[config.mk]
export PLATFORM = sky130hd
export DESIGN_NAME = board_ram_arbiter
export DESIGN_NICKNAME = d
export VERILOG_FILES = /design/src/rtl/board_ram_arbiter.sv
export SDC_FILE = /design/constraint.sdc
export NUM_CORES = 1
export LEC_CHECK = 0
export ABC_AREA = 1
export BUFFER_PORTS_ARGS = -buffer_cell sky130_fd_sc_hd__buf_2
export CAP_MARGIN = 0
export CORE_ASPECT_RATIO = 1.5
export CORE_MARGIN = 2
export CORE_UTILIZATION = 46
export DETAILED_ROUTE_END_ITERATION = 10
export PLACE_DENSITY = 0.88
export SYNTH_ARGS = -nofsm -noshare
export SYNTH_HDL_FRONTEND = slang
export SYNTH_SLANG_ARGS = --single-unit
export TNS_END_PERCENT = 5
[constraint.sdc]
create_clock -name clk -period 4.8 [get_ports clk]
set_clock_uncertainty 0.1 [all_clocks]
set_input_delay 1.2 -clock clk [delete_from_list [all_inputs] [get_ports clk]]
set_output_delay 1.2 -clock clk [all_outputs]
set_load 0.02 [all_outputs]
[src/rtl/board_ram_arbiter.sv]
// Round-robin, lockable owner arbiter for the single-port board RAM.
// Muxes the owner's access onto the RAM, guards out-of-board cells and tags read returns.
module board_ram_arbiter #(
   parameter int unsigned     NREQ     = 4,
   parameter int unsigned     AW       = 8,
   parameter int unsigned     DW       = 6,
   parameter int unsigned     DEPTH    = 200,
   parameter int unsigned     RD_LAT   = 2,
   parameter logic [DW-1:0]   OOB_FILL = DW'(6'h3F)
) (
   input  logic                 clk,
   input  logic                 reset_n,
   input  logic [NREQ-1:0]      req_i,
   input  logic [NREQ*AW-1:0]   addr_i,
   input  logic [NREQ-1:0]      wren_i,
   input  logic [NREQ*DW-1:0]   wdata_i,
   output logic [NREQ-1:0]      gnt_o,
   output logic [AW-1:0]        ram_addr_o,
   output logic                 ram_wren_o,
   output logic [DW-1:0]        ram_wdata_o,
   input  logic [DW-1:0]        ram_q_i,
   output logic [DW-1:0]        rdata_o,
   output logic [NREQ-1:0]      rvalid_o
);

   localparam int unsigned IW = (NREQ > 1) ? $clog2(NREQ) : 1;

   localparam logic [1:0] ST_IDLE    = 2'd0;
   localparam logic [1:0] ST_OWN     = 2'd1;
   localparam logic [1:0] ST_RELEASE = 2'd2;

   logic [1:0]      state_q, state_d;
   logic [NREQ-1:0] gnt_q, gnt_d;
   logic [IW-1:0]   last_q, last_d;

   logic [RD_LAT-1:0][NREQ-1:0] tag_q;
   logic [RD_LAT-1:0]           oob_q;

   logic [IW-1:0]   win;
   logic            any_req;
   logic [IW-1:0]   own;
   logic            access;
   logic [AW-1:0]   own_addr;
   logic [DW-1:0]   own_wdata;
   logic            own_wren;
   logic            in_range;
   logic [NREQ-1:0] push_tag;
   logic            push_oob;

   // Round-robin search starting just after the last winner
   always_comb begin
      logic [IW-1:0] cand;
      win     = '0;
      any_req = 1'b0;
      cand    = '0;
      for (int unsigned k = 1; k <= NREQ; k++) begin
         cand = IW'((32'(last_q) + k) % NREQ);
         if (!any_req && req_i[cand]) begin
            any_req = 1'b1;
            win     = cand;
         end
      end
   end

   always_comb begin
      own = '0;
      for (int unsigned i = 0; i < NREQ; i++) begin
         if (gnt_q[IW'(i)]) own = IW'(i);
      end
   end

   assign own_addr  = addr_i[32'(own) * AW +: AW];
   assign own_wdata = wdata_i[32'(own) * DW +: DW];
   assign own_wren  = wren_i[own];
   assign access    = |(gnt_q & req_i);
   assign in_range  = 32'(own_addr) < DEPTH;

   // Out-of-board cells never reach the RAM: address parked at 0, write suppressed
   assign ram_addr_o  = (access && in_range) ? own_addr : '0;
   assign ram_wren_o  = access & own_wren & in_range;
   assign ram_wdata_o = access ? own_wdata : '0;

   assign push_tag = (access && !own_wren) ? gnt_q : '0;
   assign push_oob = access & ~own_wren & ~in_range;

   always_ff @(posedge clk) begin
      if (!reset_n) begin
         state_q <= ST_IDLE;
         gnt_q   <= '0;
         last_q  <= IW'(NREQ - 1);
      end else begin
         state_q <= state_d;
         gnt_q   <= gnt_d;
         last_q  <= last_d;
      end
   end

   always_comb begin
      state_d = state_q;
      gnt_d   = gnt_q;
      last_d  = last_q;
      case (state_q)
         ST_IDLE, ST_RELEASE: begin
            if (any_req) begin
               gnt_d   = NREQ'(1) << win;
               last_d  = win;
               state_d = ST_OWN;
            end else begin
               gnt_d   = '0;
               state_d = ST_IDLE;
            end
         end
         ST_OWN: begin
            if (!req_i[own]) begin
               gnt_d   = '0;
               state_d = ST_RELEASE;
            end
         end
         default: begin
            gnt_d   = '0;
            state_d = ST_IDLE;
         end
      endcase
   end

   // Read-return pipeline: the requester tag travels alongside the RAM latency
   always_ff @(posedge clk) begin
      if (!reset_n) begin
         tag_q <= '0;
         oob_q <= '0;
      end else begin
         tag_q[0] <= push_tag;
         oob_q[0] <= push_oob;
         for (int unsigned s = 1; s < RD_LAT; s++) begin
            tag_q[s] <= tag_q[s-1];
            oob_q[s] <= oob_q[s-1];
         end
      end
   end

   assign gnt_o    = gnt_q;
   assign rvalid_o = tag_q[RD_LAT-1];
   assign rdata_o  = (|tag_q[RD_LAT-1]) ? (oob_q[RD_LAT-1] ? OOB_FILL : ram_q_i) : '0;

endmodule
==> results of run 1 <==
## cells in the final DEF, fill, tap and decap left out
cell type and instances:
buf_2 100, nor2_1 70, nand2_1 62, o21ai_0 23
a21oi_1 21, inv_1 19, dfxtp_1 18, nand2_2 11
nand3_1 8, inv_2 7, o22ai_1 5, clkbuf_8 4
nand4_1 3, nand2_4 3, nor4_1 2, a21oi_2 2
nand3_2 2, buf_4 2, or2_0 1, o221ai_2 1
inv_8 1, nor2_4 1, nor2_2 1, o21ai_1 1
## worst max-delay path by stage
stage / startpoint / end / slack, ns
4_1_cts: gnt_o[1]$_SDFFE_PN0P_ / ram_addr_o[0] / 1.08
3_5_place_dp: req_i[2] / ram_addr_o[0] / 1.09
5_1_grt: gnt_o[1]$_SDFFE_PN0P_ / ram_addr_o[1] / 0.90
3_3_place_gp: req_i[2] / ram_addr_o[0] / 1.12
2_1_floorplan: addr_i[19] / ram_addr_o[0] / 1.42
6_report: gnt_o[1]$_SDFFE_PN0P_ / ram_addr_o[0] / 1.07
## layout make-up
cell class / count / area share
Tap cell: 40 / 0.02392
Timing Repair Buffer: 102 / 0.2464
Sequential cell: 18 / 0.1722
Clock buffer: 4 / 0.02632
Inverter: 27 / 0.05203
Multi-Input combinational cell: 217 / 0.4791
## registers in the layout, indices dropped and copies added (netlist names)
signal	count
gnt_o	4
state_q	2
last_q	2
rvalid_o	4
oob_q	2
tag_q	4
## metal layers
| metal | part of all wire | routed length (µm) | GRT usage |
|---|---|---|---|
| met4 | 0.018 | 80 | 0.09357 |
| met1 | 0.38 | 1681 | 0.2259 |
| met2 | 0.56 | 2470 | 0.4516 |
| met5 | 0 | 0 | 0 |
| met3 | 0.048 | 214 | 0.03968 |
## power by group through the flow
stage / combinational [mW] / sequential (mW) / clock [mW]
floorplan: 0.795 / 0.220 / 0
global placement: 0.967 / 0.241 / 0
detailed placement: 0.981 / 0.242 / 0
CTS: 0.997 / 0.239 / 0.120
global route: 1.12 / 0.244 / 0.126
finish: 0.999 / 0.240 / 0.118
## logic make-up after synthesis
family,share of synthesized area
DFF,0.2315
AOI/OAI and AO/OA,0.1857
and+or+nand+nor,0.4582
buffers and inverters,0.1246
## tightest hold or removal path, stage by stage (launching register included)
cell and delay [ns]:
dfxtp_1 0.31, nand2_1 0.04, inv_1 0.04
## stage by stage
step / power [mW] / std cells / hold WS [ns] / setup WS [ns] / area, µm²
after global placement: 1.209 / 404 / 0.2957 / 1.116 / 2037
after CTS: 1.356 / 408 / 0.3146 / 1.079 / 2092
after detailed placement: 1.223 / 404 / 0.2999 / 1.089 / 2037
after floorplan: 1.014 / 275 / 0.2900 / 1.417 / 1556
final: 1.358 / 408 / 0.3120 / 1.065 / 2092
after global routing: 1.489 / 408 / 0.3285 / 0.8978 / 2092
==> results.toml, run 1 <==
[yosys]
yosysTopAreaCell = "dfxtp_1"
synth_cell_types = 26
synthCells = 275
avgSynthCellArea_um2 = 5.660
synth_most_common_cell = "nor2_1"
synthTopCellsByArea = "dfxtp_1 23%, nor2_1 17%, nand2_1 15%, o21ai_0 7.4%, a21oi_1 6.8%"
yosys-top-cells-count = "70 x nor2_1, 62 x nand2_1, 23 x o21ai_0, 21 x a21oi_1, 19 x inv_1"
synth-async-reset-ratio = 0
synth_top_area_frac = 0.2315
synth_nets = 347
ys_ff_latch = 18
synth_top_flop_cell = "dfxtp_1"
syn_area_um2 = 1556
synth-edff-count = 0
yosysSeqAreaShare = 0.2315
yosys_warnings = 0

[clock_network]
cts-resized-gates = 0
postCtsHoldBufs = 0
clkTransAtPathRegs_ns = 0.06
clockBufferDepth = 2
cts_root_buf = "clkbuf_8"
post-cts-setup-buffers = 0
cts_tree = "done"
clk_latency_ns = 0.25
cts_sinks = 18
numCtsBuffers = 3
htree_levels = 1

[sta]
fin_crit_sh = 0.7780
fmax_ghz = 0.2678
worst_pin_slew_ns = 0.8540
fin_crit_ns = 3.735
finalSetupTns_ns = 0
max_slew_margin = 0.4254
drv_slew = 0
finalSetupViolCount = 0
rsz0062_at_grt = "false"
timing_hold_violations_final = 0

[setup_path]
critical_path.max_stage_delay_ns = 0.75
cp_num_buf_inv = 3
worst_r2r_endpoint = "oob_q[0]$_SDFF_PN0_"
worst_path_max_delay_cell = "dfxtp_1"
crit_fanout = 21
worstReg2RegStart = "gnt_o[1]$_SDFFE_PN0P_"
start_kind = "flop"
reg2regPathDepth = 9
path_class = "reg2out"
r2r_setup_slack_ns = 2.72
crit_path_end_kind = "output pin"
path_common_cell = "nand2_1"
cp_cell_sequence = "a21oi_2 -> buf_4 -> inv_1 -> nand2_1 -> nand2_1 -> nand2_1 -> nor2_1 -> nand2_2 -> nand2_2 -> a21oi_1 -> buf_2"
cp_data_arrival_time_ns = 2.43
worst-path-stages = 11
worstPathRequired_ns = 3.50
critical_path.top_delay_family = "flip-flops"

[worst_hold_path]
min_path_type = "reg2reg"
hold_depth = 2
hold_end = "rvalid_o[0]$_SDFF_PN0_"
hold_start = "tag_q[0]$_SDFF_PN0_"

[placement]
place_hpwl_um = 3520
io_buffers = 100
gp_congestion = 0.8479

[power]
p_leak_nw = 1.230
comb_power_share = 0.736
clkPwrFrac = 0.087
switchingPower_uw = 773.5
p_int_uw = 584.5
p_seq_frac = 0.177
ir_worst_vdd_mv = 0.5063
p_per_area_nw_per_um2 = 649.1
sw_frac_of_total = 0.5696

[floorplanning]
ios = 101
die_area_um2 = 3875
die_x_um = 51.50
rows = 25
core_area_um2 = 3191
die_h_um = 75.25
start_util = 0.4878

[routing]
dr.pass1.iters = 4
vias = 2015
vias_per_cell = 4.939
ant_nets = 0
wl_um = 4446
post_drt_wl_per_cell_um = 10.90
drt_iter0_markers = 39
drc = 0

[final_layout]
fin_util = 0.6557
num-fill-cells = 309
antenna_cells = 0
regArea_um2 = 360.3
areaGrowthSynthToFinish_pct = 34.41
drive_gt1_frac = 0.3668
multiInputGateArea_um2 = 1002
finalNetCount = 441

[global_routing]
gr-total-overflow = 0
track_usage = 0.2271
grt_pass1_vias = 1786
grt_max_degree = 22
grt_pass1_wl_um = 6955
antenna_found_initial = 0

[run]
maxCapViolCount = 0

[status]
status = "completed"
No activity file was read; power rests on OpenSTA's default activity.
==> inputs of run 2 (changes only) <==
--- a/config.mk
+++ b/config.mk
@@ -10,9 +10,9 @@
 export CAP_MARGIN = 0
 export CORE_ASPECT_RATIO = 1.5
 export CORE_MARGIN = 2
-export CORE_UTILIZATION = 46
+export CORE_UTILIZATION = 38
 export DETAILED_ROUTE_END_ITERATION = 10
-export PLACE_DENSITY = 0.88
+export PLACE_DENSITY = 0.78
 export SYNTH_ARGS = -nofsm -noshare
 export SYNTH_HDL_FRONTEND = slang
 export SYNTH_SLANG_ARGS = --single-unit
==> constraint.sdc (replaced) <==
create_clock -name clk -period 3.32 [get_ports clk]
set_clock_uncertainty 0.1 [all_clocks]
set_input_delay 0.83 -clock clk [delete_from_list [all_inputs] [get_ports clk]]
set_output_delay 0.83 -clock clk [all_outputs]
set_load 0.02 [all_outputs]
==> results.toml, run 2 (same netlist as run 1, synthesis figures left out) <==
[sta]
fin_crit_ns = 3.017
fin_crit_sh = 0.9086
finalSetupTns_ns = 0
fin_ws_ns = 0.3035
max_slew_margin = 0.4828
rsz0062_at_grt = "false"
finalSetupViolCount = 0
worst_pin_slew_ns = 0.7687
fmax_ghz = 0.3315
drv_slew = 0
timing_hold_violations_final = 0

[power]
comb_power_share = 0.745
p_int_uw = 852.3
switchingPower_mw = 1.110
sw_frac_of_total = 0.5657
ir_worst_vdd_mv = 0.5889
p_per_area_nw_per_um2 = 931.8
p_leak_nw = 1.235
clkPwrFrac = 0.090
p_seq_frac = 0.166

[global_routing]
grt_pass1_wl_um = 7127
track_usage = 0.1880
use_met1 = 0.1864
grt_pass1_vias = 1795
antenna_found_initial = 0
grt_max_degree = 21
top_usage_layer = "met2"
gr-total-overflow = 0
gr-usage-met3 = 0.02181
use_met2 = 0.3859

[routing]
drt_iter0_markers = 37
post_drt_wl_per_cell_um = 10.55
drc = 0
wl_um = 4368
vias = 1999
ant_nets = 0
dr.pass1.iters = 4
vias_per_cell = 4.829

[floorplanning]
start_util = 0.3967
die_h_um = 82.39
rows = 28
core_area_um2 = 3924
ios = 101
die_x_um = 56.26
die_area_um2 = 4635

[final_layout]
layout_commonest_cell = "buf_2"
finalNetCount = 442
layout_common_cells = "100 x buf_2, 70 x nor2_1, 62 x nand2_1, 23 x o21ai_0, 21 x a21oi_1"
antenna_cells = 0
drive_gt1_frac = 0.3686
num-fill-cells = 426
areaGrowthSynthToFinish_pct = 35.29
design_area_um2 = 2106

[clock_network]
post-cts-setup-buffers = 0
htree_levels = 1
clkTransAtPathRegs_ns = 0.06
cts-resized-gates = 0
clk_latency_ns = 0.25
cts_root_buf = "clkbuf_8"
numCtsBuffers = 3
clockBufferDepth = 2
postCtsHoldBufs = 0
cts_sinks = 18
cts_tree = "done"

[placement]
dpl-instance-area_um2 = 2051
gp_congestion = 0.8446
pre_cts_ws_ns = 0.3502
io_buffers = 100
place_hpwl_um = 3595

[status]
status = "completed"

[worst_hold_path]
min_path_type = "reg2reg"

[setup_path]
crit_path_end_kind = "output pin"
path_class = "reg2out"
cp_data_arrival_time_ns = 2.09
start_kind = "flop"
worstPathRequired_ns = 2.39
crit_fanout = 10

[run]
maxCapViolCount = 0
==> run 2: changes by cell type in the layout (fill, tap and decap cells not counted), sizes merged <==
cell / before / now
buf: 102 / 103
==> run 2: metal layers <==
| layer | vias up | part of all wire |
|---|---|---|
| li1 | 1058 | - |
| met1 | 845 | 0.38 |
| met2 | 86 | 0.54 |
| met3 | 10 | 0.058 |
| met4 | 0 | 0.020 |
| met5 | - | 0 |
==> run 2: path summary, 6_finish.rpt <==
check | slack [ns] | startpoint | cells past startpoint | end
min | 0.31 | tag_q[3]$_SDFF_PN0_ | 2 | rvalid_o[3]$_SDFF_PN0_
max reg2reg | 1.26 | gnt_o[3]$_SDFFE_PN0P_ | 9 | gnt_o[1]$_SDFFE_PN0P_
max | 0.30 | gnt_o[3]$_SDFFE_PN0P_ | 9 | ram_addr_o[1]
min reg2reg | 0.31 | tag_q[3]$_SDFF_PN0_ | 2 | rvalid_o[3]$_SDFF_PN0_
==> run 2: through the flow <==
stage	hold slack, ns	cells	utilization	power, mW
floorplan	0.2900	275	-	1.466
global placement	0.2961	410	0.5226	1.779
detailed placement	0.2999	410	0.5226	1.791
CTS	0.3153	414	0.5367	1.975
global route	0.3370	414	0.5367	2.185
finish	0.3125	414	0.5367	1.962
==> run 2: power groups by stage <==
stage                     Clock [mW]  Sequential, mW  Combinational, mW
final                          0.176           0.325               1.46
after global routing           0.189           0.334               1.66
after CTS                      0.182           0.325               1.47
after detailed placement           0           0.329               1.46
after global placement             0           0.329               1.45
after floorplan                    0           0.318               1.15
==> run 2: area by class of cell <==
cell class | count | area (µm²) | area share
multi-input cells | 217 | 1002 | 0.4759
repair buffers | 103 | 523.0 | 0.2484
flip-flops and latches | 18 | 360.3 | 0.1711
inverters | 27 | 108.9 | 0.05169
well taps | 45 | 56.30 | 0.02674
clock buffers | 4 | 55.05 | 0.02614
==> run 2: worst max-delay path, cell delays in order, from the launching register on <==
cell and delay [ns]:
dfxtp_1 0.36, nor2_1 0.55, nor2_1 0.08, a21oi_1 0.17
nand2_1 0.09, nor2_1 0.12, nand2_2 0.10, nand2_2 0.15
a21oi_1 0.06, buf_2 0.16
==> inputs of run 3 (changes only) <==
--- a/config.mk
+++ b/config.mk
@@ -8,7 +8,6 @@
 export ABC_AREA = 1
 export BUFFER_PORTS_ARGS = -buffer_cell sky130_fd_sc_hd__buf_2
 export CAP_MARGIN = 0
-export CORE_ASPECT_RATIO = 1.5
 export CORE_MARGIN = 2
 export CORE_UTILIZATION = 38
 export DETAILED_ROUTE_END_ITERATION = 10
==> results.toml, run 3 (same netlist as run 1, synthesis figures left out) <==
[status]
status = "completed"

[sta]
drv_slew = 0
finalSetupTns_ns = 0
finalSetupViolCount = 0
fin_crit_sh = 0.9296
worst_pin_slew_ns = 0.8104
rsz0062_at_grt = "false"
fin_crit_ns = 3.086
fin_ws_ns = 0.2338
max_slew_margin = 0.4547
timing_hold_violations_final = 0
fmax_ghz = 0.3240

[final_layout]
layout_common_cells = "100 x buf_2, 70 x nor2_1, 62 x nand2_1, 23 x o21ai_0, 21 x a21oi_1"
antenna_cells = 0
drive_gt1_frac = 0.3720
layout_commonest_cell = "buf_2"
regArea_um2 = 360.3
multiInputGateArea_um2 = 1002
num-fill-cells = 404
areaGrowthSynthToFinish_pct = 36.66
finalNetCount = 444

[setup_path]
path_common_cell = "nor2_1"
crit_path_end_kind = "output pin"
worst_path_max_delay_cell = "nor2_1"
worst-path-stages = 7
cp_num_buf_inv = 3
critical_path.max_stage_delay_ns = 0.53
crit_fanout = 12
cp_data_arrival_time_ns = 2.16
cp_cell_sequence = "nor2_1 -> buf_4 -> inv_2 -> nor2_1 -> o21ai_0 -> a21oi_1 -> buf_2"
path_class = "reg2out"
reg2regPathDepth = 10
worstPathRequired_ns = 2.39
start_kind = "flop"
critical_path.top_delay_family = "simple AND/OR/NAND/NOR gates"

[routing]
drt_iter0_markers = 101
dr.pass1.iters = 4
post_drt_wl_per_cell_um = 10.82
ant_nets = 0
drc = 0
vias = 2047
wl_um = 4555
vias_per_cell = 4.862

[global_routing]
gr-total-overflow = 0
grt_pass1_wl_um = 7079
antenna_found_initial = 0
grt_max_degree = 19
use_met1 = 0.2468
use_met2 = 0.3410
grt_pass1_vias = 1674
gr-usage-met3 = 0.01809
top_usage_layer = "met2"
track_usage = 0.1972

[clock_network]
postCtsHoldBufs = 0
post-cts-setup-buffers = 0
clkTransAtPathRegs_ns = 0.06
cts_tree = "done"
htree_levels = 1
cts_root_buf = "clkbuf_8"
cts_sinks = 18
clk_latency_ns = 0.25
clockBufferDepth = 2
cts-resized-gates = 0
numCtsBuffers = 3

[placement]
pre_cts_ws_ns = 0.5228
io_buffers = 100
place_hpwl_um = 3717
gp_congestion = 0.8392

[floorplanning]
rows = 23
start_util = 0.3919
die_x_um = 68
core_area_um2 = 3971
ios = 101
die_h_um = 68
die_area_um2 = 4624

[power]
p_seq_frac = 0.160
sw_frac_of_total = 0.5621
comb_power_share = 0.752
clkPwrFrac = 0.088
p_per_area_nw_per_um2 = 939.2
ir_worst_vdd_mv = 0.5305
p_leak_nw = 1.244
switchingPower_mw = 1.123
p_int_uw = 874.7

[worst_hold_path]
hold_depth = 2
min_path_type = "reg2reg"

[run]
maxCapViolCount = 0
-- run 3: cell types whose count changed in the layout (fill, tap and decap cells not counted), sizes merged --
cell / change
buf: +2
-- run 3: area by class of cell --
| type | instances | area share |
|---|---|---|
| flip-flops and latches | 18 | 0.1694 |
| well taps | 50 | 0.02941 |
| repair buffers | 105 | 0.2529 |
| clock buffers | 4 | 0.02588 |
| inverters | 27 | 0.05118 |
| multi-input cells | 217 | 0.4712 |
-- run 3: routing by layer --
metal / vias up / wire, µm
li1: 1061 / -
met1: 866 / 1938
met2: 105 / 2122
met3: 15 / 353
met4: 0 / 140
met5: - / 0
-- run 3: through the flow --
stage,utilization,area (µm²),power (mW),hold WS [ns],instances
detailed placement,0.5217,2072,1.827,0.2962,417
floorplan,-,1556,1.466,0.2900,275
global route,0.5356,2127,2.214,0.3289,421
CTS,0.5356,2127,2.003,0.3119,421
global placement,0.5217,2072,1.806,0.2959,417
finish,0.5356,2127,1.998,0.3117,421
-- run 3: path summary, 6_finish.rpt --
path	start	end	slack, ns
worst max register to register	gnt_o[3]$_SDFFE_PN0P_	gnt_o[1]$_SDFFE_PN0P_	1.14
worst min-delay path	tag_q[3]$_SDFF_PN0_	rvalid_o[3]$_SDFF_PN0_	0.31
worst max-delay path	gnt_o[3]$_SDFFE_PN0P_	ram_wdata_o[0]	0.23
worst min register to register	tag_q[3]$_SDFF_PN0_	rvalid_o[3]$_SDFF_PN0_	0.31
-- run 3: worst register-to-register path, cell delays in order, from the launching register on --
cell and delay, ns:
dfxtp_1 0.37, nor2_1 0.54, buf_4 0.30, inv_2 0.11, a21oi_1 0.12, o21ai_0 0.09
nand2_1 0.09, nand2_1 0.07, inv_1 0.11, nand2_1 0.06, a21oi_1 0.16
-- run 3: power groups by stage --
stage	combinational, mW	sequential [mW]	clock, mW
2_1_floorplan	1.15	0.318	0
3_3_place_gp	1.48	0.322	0
3_5_place_dp	1.50	0.323	0
4_1_cts	1.51	0.318	0.177
5_1_grt	1.70	0.326	0.188
6_report	1.50	0.320	0.175
